`src/rtl/dq_array_mem.sv`:
```
// Word-addressed flip-flop array with one write port, one registered
// read port and a multi-cycle sweep-clear engine.
module dq_array_mem #(
  parameter int WIDTH  = 4,
  parameter int DEPTH  = 8,
  parameter int ADDR_W = $clog2(DEPTH)
) (
  input  logic              clk,
  input  logic              rst_n,
  input  logic              clr,
  input  logic              we,
  input  logic [ADDR_W-1:0] waddr,
  input  logic [WIDTH-1:0]  wdata,
  input  logic              re,
  input  logic [ADDR_W-1:0] raddr,
  output logic [WIDTH-1:0]  rdata,
  output logic              rvalid,
  output logic              busy
);

  typedef enum logic {
    IDLE,
    CLEAR
  } state_t;

  localparam logic [ADDR_W:0]   DEPTH_W = DEPTH[ADDR_W:0];
  localparam logic [ADDR_W-1:0] LAST    = ADDR_W'(DEPTH - 1);

  state_t            state;
  state_t            state_nxt;
  logic [ADDR_W-1:0] cnt;
  logic [ADDR_W-1:0] cnt_nxt;
  logic [WIDTH-1:0]  mem [DEPTH];

  logic idle_go;
  logic wr_ok;
  logic rd_go;
  logic rd_ok;
  logic hit;

  // clr takes priority over any access in the same cycle
  assign idle_go = (state == IDLE) && !clr;
  assign wr_ok   = idle_go && we && ({1'b0, waddr} < DEPTH_W);
  assign rd_go   = idle_go && re;
  assign rd_ok   = {1'b0, raddr} < DEPTH_W;
  assign hit     = wr_ok && (waddr == raddr);
  assign busy    = (state == CLEAR);

  always_comb begin
    state_nxt = state;
    cnt_nxt   = cnt;
    unique case (state)
      IDLE: begin
        if (clr) begin
          state_nxt = CLEAR;
        end
      end
      CLEAR: begin
        if (cnt == LAST) begin
          state_nxt = IDLE;
          cnt_nxt   = '0;
        end else begin
          cnt_nxt = cnt + ADDR_W'(1);
        end
      end
      default: begin
        state_nxt = IDLE;
        cnt_nxt   = '0;
      end
    endcase
  end

  always_ff @(posedge clk) begin
    if (!rst_n) begin
      state <= IDLE;
      cnt   <= '0;
    end else begin
      state <= state_nxt;
      cnt   <= cnt_nxt;
    end
  end

  always_ff @(posedge clk) begin
    if (!rst_n) begin
      for (int i = 0; i < DEPTH; i++) begin
        mem[i] <= '0;
      end
    end else if (state == CLEAR) begin
      mem[cnt] <= '0;
    end else if (wr_ok) begin
      mem[waddr] <= wdata;
    end
  end

  // write-first on a same-address collision
  always_ff @(posedge clk) begin
    if (!rst_n) begin
      rdata  <= '0;
      rvalid <= 1'b0;
    end else begin
      rvalid <= rd_go;
      if (rd_go) begin
        if (!rd_ok) begin
          rdata <= '0;
        end else if (hit) begin
          rdata <= wdata;
        end else begin
          rdata <= mem[raddr];
        end
      end
    end
  end

endmodule

```
`config.mk`:
```
export PLATFORM = sky130hd
export DESIGN_NAME = dq_array_mem
export DESIGN_NICKNAME = d
export VERILOG_FILES = /design/src/rtl/dq_array_mem.sv
export SDC_FILE = /design/constraint.sdc
export NUM_CORES = 1
export LEC_CHECK = 0
export CORE_AREA = 5 5 49 94
export DETAILED_ROUTE_END_ITERATION = 8
export DIE_AREA = 0 0 54 99
export PLACE_DENSITY = 0.76
export SYNTH_ARGS = -nofsm -noshare
export SYNTH_HDL_FRONTEND = slang
export SYNTH_SLANG_ARGS = --single-unit
```
`constraint.sdc`:
```
create_clock -name clk -period 2.1 [get_ports clk]
set_input_delay 0.42 -clock clk [delete_from_list [all_inputs] [get_ports clk]]
set_output_delay 0.42 -clock clk [all_outputs]
set_load 0.01 [all_outputs]
```
==> metrics.md, run 1 <==
| Metric | Value |
|---|---|
| Post-place setup slack | -0.413 ns |
| Register area share after synthesis | 0.552 |
| Vertical die dimension | 99 um |
| Gate power share | 0.153 |
| FF-to-FF End | rdata[2]$_SDFFE_PN0P_ |
| Simple logic cell fraction of the synthesized area | 0.207 |
| Run status | complete, no violations |
| DRC | 0 |
| Via count | 1615 |
| Leakage dissipation | 1.01 nW |
| Floorplan die width | 54 um |
| Final weighted congestion in routability-driven placement | 0.803 |
| Prevailing post-synth register cell | edfxtp_1 |
| Leftover overflow at the end of global routing | 0 |
| Unique cell type count in the Yosys netlist | 37 |
| Total Routing Usage GR | 0.216 |
| Final Hold Fails | 0 |
| Synth Area in Compound Gates | 0.0793 |
| Area enclosed by the die boundary | 0.00535 mm^2 |
| Number of standard cells after synthesis | 183 |
| Number of cells in the finished layout apart from fillers | 286 |
| Critical path arrival | 2.20 ns |
| Count of maximum capacitance violations | 0 |
| Clock network fraction of design power | 0.292 |
| Clock latency on the worst-skew pair | 0.29 ns |
| Flops & latches, synth | 41 |
| Cell Int Power | 0.00127 W |
| Clock period minus final worst setup slack | 1.99 ns |
| Final HPWL DP | 3.88 mm |
| Maximum number of pins on one net before global-route repair | 21 |
| Worst Setup Start Kind | input pin |
| Diode count | 0 |
| Peak supply drop | 0.000554 V |
| Initial antenna violation count | 0 |
| Hold-fix buffers, CTS | 0 |
| Effective utilization at floorplan | 0.543 |
| Number of routed nets with antenna violations | 0 |
| Clock tree buffer depth | 2 |
| Hold Crit Depth | 2 |
| Count of warnings emitted by yosys | 0 |
| Number of enable-type register cells in the synthesized netlist | 32 |
| Type of the most critical hold path | reg2reg |
| Commonest cells after routing, fill and taps aside | 39 x nor2_1, 32 x edfxtp_1, 31 x buf_4 |
| Number of failing setup endpoints in the final timing report | 0 |
| Final setup slack of the worst path | 0.110 ns |
| Cell chosen for the clock root | clkbuf_8 |
| Relative max-transition margin | 0.769 |
| CTS buffer count | 5 |
| Capture endpoint of the worst hold path | rdata[1]$_SDFFE_PN0P_ |
| Number of port buffers | 20 |
| Standard-cell row count | 32 |
| Max-slew violation count | 0 |
| Setup repair after global routing missed its margin | false |
| Skew final | 0.00921 ns |
| Net Sw Power | 0.000390 W |
| Worst R2R Setup Slack | 0.22 ns |
| Synthesized-area fraction occupied by xor and xnor cells | 0.00848 |
| Placeable Area | 0.00380 mm^2 |
| Ys async rst share | 0 |
| IO Pins | 21 |
| Number of cells on the worst reg-to-reg path | 6 |
| TritonCTS Sinks | 41 |
| Part of the cycle the worst path needs | 0.948 |
| Main combinational cell family by area after synthesis | simple AND/OR/NAND/NOR gates |
| Clock tree from TritonCTS | built |
| Maximum frequency from static timing analysis | 502 MHz |
| Clock-pin slew on the worst setup and hold paths | 0.07 ns |
| Commonest non-fill, non-tap cell in the layout | nor2_1 |
| Average size of a mapped cell | 11.3 um^2 |
| Wirelength per Cell | 17.6 um |
| Number of vias per cell after detailed routing | 5.65 |
| Worst-Margin Slew | 0.343 ns |
| Share of layout cells above drive strength 1 | 0.243 |
| Wire length of the first global-routing pass | 8.09 mm |
| Data required time of the critical path | 2.31 ns |
| Wire length after detailed routing | 5.03 mm |
| Reg power frac | 0.555 |
| Crit path capture type | register |
| Power Dens Cells | 624 mW/mm^2 |
| Level count of the clock H-tree | 2 |
| Net count, final | 251 |
| Number of global-route vias before repair | 1782 |
| Adder and majority gate portion of the synthesized area | 0.0121 |
| Startpoint of the worst-slack reg-to-reg timing path | cnt[0]$_SDFFE_PN0P_ |
| TritonRoute pass-1 iters | 4 |
| Maximum net fanout on the critical path | 8 |
| Source of the worst hold timing path | rdata[1]$_SDFFE_PN0P_ |
| Worst Hold Slack | 0.552 ns |
| Kind of critical path | in2reg |
| Sum of negative setup slack | 0 ns |
| Initial DRC Count | 38 |
| Syn_nets | 200 |
| Proportion of synthesized area in mux cells | 0.117 |
| Synthesis-to-layout area growth | 29.1% |
| Synthesized cell area | 0.00207 mm^2 |
| Number of placed cells counting well taps | 275 |
| Total power | 0.00166 W |
| Sw frac | 0.234 |
-- cells by family after synthesis --
kind of cell	count (synthesis)
and+or+nand+nor	92
adders and majority gates	2
AOI/OAI and AO/OA	22
DFF	41
xor gates and xnor gates	2
muxes	14
buffers and inverters	10
-- worst max path at each step --
stage	endpoint	cells past startpoint	start	slack (ns)
2_1_floorplan	rdata[0]$_SDFFE_PN0P_	5	raddr[0]	0.19
3_3_place_gp	rdata[0]$_SDFFE_PN0P_	5	raddr[0]	-0.25
3_5_place_dp	rdata[2]$_SDFFE_PN0P_	7	we	-0.41
4_1_cts	rdata[2]$_SDFFE_PN0P_	8	rst_n	-0.02
5_1_grt	rdata[2]$_SDFFE_PN0P_	7	raddr[1]	0.07
6_report	rdata[2]$_SDFFE_PN0P_	7	raddr[2]	0.11
-- state kept, by name, indices dropped and copies added, names as in the netlist --
| signal | count |
|---|---|
| cnt | 3 |
| busy | 1 |
| rdata | 4 |
| mem | 32 |
| rvalid | 1 |
-- synth_stat cells, drive strengths merged (2+ instances only) --
cell,number,share of area
nor4bb,2,0.0097
mux2i,5,0.024
mux4,8,0.087
a21oi,2,0.0048
buf,4,0.013
nand3b,2,0.0073
dfxtp,9,0.087
a211oi,2,0.013
clkbuf,4,0.0073
nand3,2,0.0048
and2,3,0.0091
inv,2,0.0036
nor3,2,0.0048
edfxtp,32,0.47
nor2b,6,0.018
o21a,2,0.0073
o21ai,7,0.017
ha,2,0.012
nand4,2,0.0061
nor2,39,0.071
nand2,24,0.044
nand2b,7,0.021
a31oi,3,0.0091
a22o,2,0.0085
-- per-stage QoR --
stage | util | cell area (um^2)
CTS | 0.693 | 2640
floorplan | - | 2070
global placement | 0.661 | 2510
global route | 0.701 | 2670
finish | 0.701 | 2670
detailed placement | 0.661 | 2510
-- worst max-delay path, cell delays in order --
cell and delay (ns):
clkdlybuf4s50_1 0.49, inv_1 0.06, a2111o_1 0.44, a211oi_4 0.23, buf_6 0.15, nand4_1 0.14, a31oi_2 0.26
-- cell type report --
class | instances | area (um^2)
Clock buffer | 8 | 80.1
Fill cell | 275 | 1140
Inverter | 2 | 7.51
Multi-Input combinational cell | 132 | 921
Sequential cell | 41 | 1140
Tap cell | 51 | 63.8
Timing Repair Buffer | 52 | 454
-- timing repair --
action | CTS | global route
gates cloned | 0 | 0
pin swaps | 2 | 6
buffers inserted | 3 | 1
setup endpoints to repair | 4 | 61
gates resized for setup | 7 | 9
-- power groups by stage --
stage | registers [W] | logic, W | clock network, W
2_1_floorplan | 0.000940 | 0.000127 | 0
3_3_place_gp | 0.000939 | 0.000233 | 0
3_5_place_dp | 0.000942 | 0.000241 | 0
4_1_cts | 0.000924 | 0.000249 | 0.000500
5_1_grt | 0.000927 | 0.000274 | 0.000541
6_report | 0.000924 | 0.000255 | 0.000486
-- per-layer routing --
layer,track usage,up-vias,wire [um]
met5,0,-,0
met4,0.154,0,286
met3,0.0499,21,190
met2,0.385,48,2920
met1,0.196,783,1630
li1,-,763,-
(Power assumes the default switching activity.)
==> inputs of run 2 (changes only) <==
--- a/config.mk
+++ b/config.mk
@@ -9,6 +9,7 @@
 export DETAILED_ROUTE_END_ITERATION = 8
 export DIE_AREA = 0 0 54 99
 export PLACE_DENSITY = 0.76
+export RECOVER_POWER = 100
 export SYNTH_ARGS = -nofsm -noshare
 export SYNTH_HDL_FRONTEND = slang
 export SYNTH_SLANG_ARGS = --single-unit
==> constraint.sdc (replaced) <==
create_clock -name clk -period 2.2 [get_ports clk]
set_input_delay 0.44 -clock clk [delete_from_list [all_inputs] [get_ports clk]]
set_output_delay 0.44 -clock clk [all_outputs]
set_load 0.01 [all_outputs]
==> run 2 against run 1 <==
Against the previous run:
- the run now ends with setup timing left
- global-route usage down 0.080 points
- setup slack worse by 0.19 ns
- utilization down 1.1 points
- first-iteration DRC count up 32%
- critical path type unchanged
- clock power up 24%
- sequential cell count unchanged
- largest power group unchanged
- register-to-register slack better by 0.08 ns
==> metrics.md, run 2 (synthesis results as in run 1) <==
| Metric | Value |
|---|---|
| Wire length after detailed routing | 5.36 mm |
| Hold-fix buffers, CTS | 0 |
| Clock-pin slew on the worst setup and hold paths | 0.08 ns |
| Area enclosed by the die boundary | 0.00535 mm^2 |
| Maximum frequency from static timing analysis | 439 MHz |
| Standard-cell row count | 32 |
| Number of port buffers | 20 |
| Net count, final | 244 |
| Leakage dissipation | 0.972 nW |
| Commonest cells after routing, fill and taps aside | 39 x nor2_1, 32 x edfxtp_1, 23 x buf_4 |
| Post-place setup slack | -0.348 ns |
| Clock tree from TritonCTS | built |
| Type of the most critical hold path | reg2reg |
| Wirelength per Cell | 19.2 um |
| Standard cell area after detailed placement | 0.00247 mm^2 |
| Initial DRC Count | 50 |
| Post-route cell area | 0.00263 mm^2 |
| IO Pins | 21 |
| Final Hold Fails | 0 |
| Relative max-transition margin | 0.728 |
| Register with the most flip-flops | mem |
| Diode count | 0 |
| TritonRoute pass-1 iters | 5 |
| Data required time of the critical path | 2.42 ns |
| Floorplan die width | 54 um |
| Run status | finished with violations |
| Worst-Margin Slew | 0.407 ns |
| Count of maximum capacitance violations | 0 |
| Level count of the clock H-tree | 2 |
| Total Routing Usage GR | 0.215 |
| Via count | 1635 |
| Maximum number of pins on one net before global-route repair | 21 |
| Final core occ | 0.691 |
| CTS buffer count | 5 |
| Leftover overflow at the end of global routing | 0 |
| Clock latency on the worst-skew pair | 0.29 ns |
| Worst Setup Start Kind | input pin |
| Clock tree buffer depth | 2 |
| Kind of critical path | in2reg |
| Sum of negative setup slack | -0.175 ns |
| Largest registers | mem (32), rdata (4), cnt (3) |
| Final weighted congestion in routability-driven placement | 0.826 |
| Critical path arrival | 2.49 ns |
| Max FFs per register | 32 |
| Violations in the final reports | setup timing |
| Number of failing setup endpoints in the final timing report | 3 |
| Max-slew violation count | 0 |
| TritonCTS Sinks | 41 |
| Cell chosen for the clock root | clkbuf_8 |
| Initial antenna violation count | 0 |
| Wire length of the first global-routing pass | 8.02 mm |
| Maximum net fanout on the critical path | 8 |
| Share of layout cells above drive strength 1 | 0.211 |
| Part of the cycle the worst path needs | 1.03 |
| Number of global-route vias before repair | 1706 |
| Vertical die dimension | 99 um |
| DRC | 0 |
| Final HPWL DP | 3.91 mm |
| Number of vias per cell after detailed routing | 5.86 |
| Clock period minus final worst setup slack | 2.28 ns |
| Final setup slack of the worst path | -0.0756 ns |
| Crit path capture type | register |
| Number of routed nets with antenna violations | 0 |
| Commonest non-fill, non-tap cell in the layout | nor2_1 |
| Peak supply drop | 0.000504 V |
| Effective utilization at floorplan | 0.543 |
| Worst Hold Slack | 0.553 ns |
| Power Dens Cells | 654 mW/mm^2 |
| Skew final | 0.00412 ns |
| Worst R2R Setup Slack | 0.30 ns |
| Synthesis-to-layout area growth | 27.2% |
| Placeable Area | 0.00380 mm^2 |
run 2: changes by cell type in the layout (fill, tap and decap cells not counted), sizes merged:
cell / previous run / this run
clkdlybuf4s50: 16 / 15
clkinv: 0 / 1
buf: 32 / 24
dlymetal6s2s: 4 / 0
dlygate4sd3: 0 / 5
bufinv: 0 / 1
clkbuf: 8 / 7
run 2: area by class of cell:
type / instances / area [um^2]
clock buffer: 6 / 72.6
tap: 51 / 63.8
inverter: 2 / 7.51
sequential: 41 / 1140
clock inverter: 2 / 38.8
multi-input combinational: 132 / 915
timing repair buffer: 45 / 389
fill: 276 / 1180
run 2: metal layers:
| layer | wire, um | part of all wire | up-vias | global-route usage |
|---|---|---|---|---|
| met5 | 0 | 0 | - | 0 |
| met4 | 326 | 0.061 | 0 | 0.111 |
| met3 | 248 | 0.046 | 27 | 0.0408 |
| met2 | 3100 | 0.58 | 68 | 0.421 |
| met1 | 1680 | 0.31 | 791 | 0.182 |
| li1 | - | - | 749 | - |
run 2: critical path, stage by stage:
cell and delay (ns):
clkdlybuf4s50_1 0.52, buf_4 0.22, xnor2_1 0.33, nand3_1 0.21
a211oi_4 0.25, buf_4 0.20, nand4_1 0.12, a31oi_1 0.19
run 2: path summary, 6_finish.rpt:
check	start	endpoint	depth (start not counted)
setup / recovery	raddr[0]	rdata[2]$_SDFFE_PN0P_	8
hold reg to reg	rdata[1]$_SDFFE_PN0P_	rdata[1]$_SDFFE_PN0P_	2
hold / removal	rdata[1]$_SDFFE_PN0P_	rdata[1]$_SDFFE_PN0P_	2
setup reg to reg	busy$_SDFF_PN0_	rdata[2]$_SDFFE_PN0P_	7
run 2: repair_timing:
item,in CTS,in global routing
pin swaps,0,2
resized for setup,1,9
setup endpoints to repair,8,36
setup buffers,0,2
run 2: power by group:
| part | switching (W) | total (W) | leakage, nW | internal (W) |
|---|---|---|---|---|
| registers | 0.0000184 | 0.000885 | 0.405 | 0.000866 |
| logic | 0.000118 | 0.000233 | 0.511 | 0.000115 |
| clock network | 0.000261 | 0.000601 | 0.0554 | 0.000341 |
| total | 0.000397 | 0.00172 | 0.972 | 0.00132 |
run 2: through the flow:
step,power (W),instances
floorplan,0.00102,183
global route,0.00179,279
global placement,0.00111,269
finish,0.00172,279
detailed placement,0.00112,269
CTS,0.00172,277
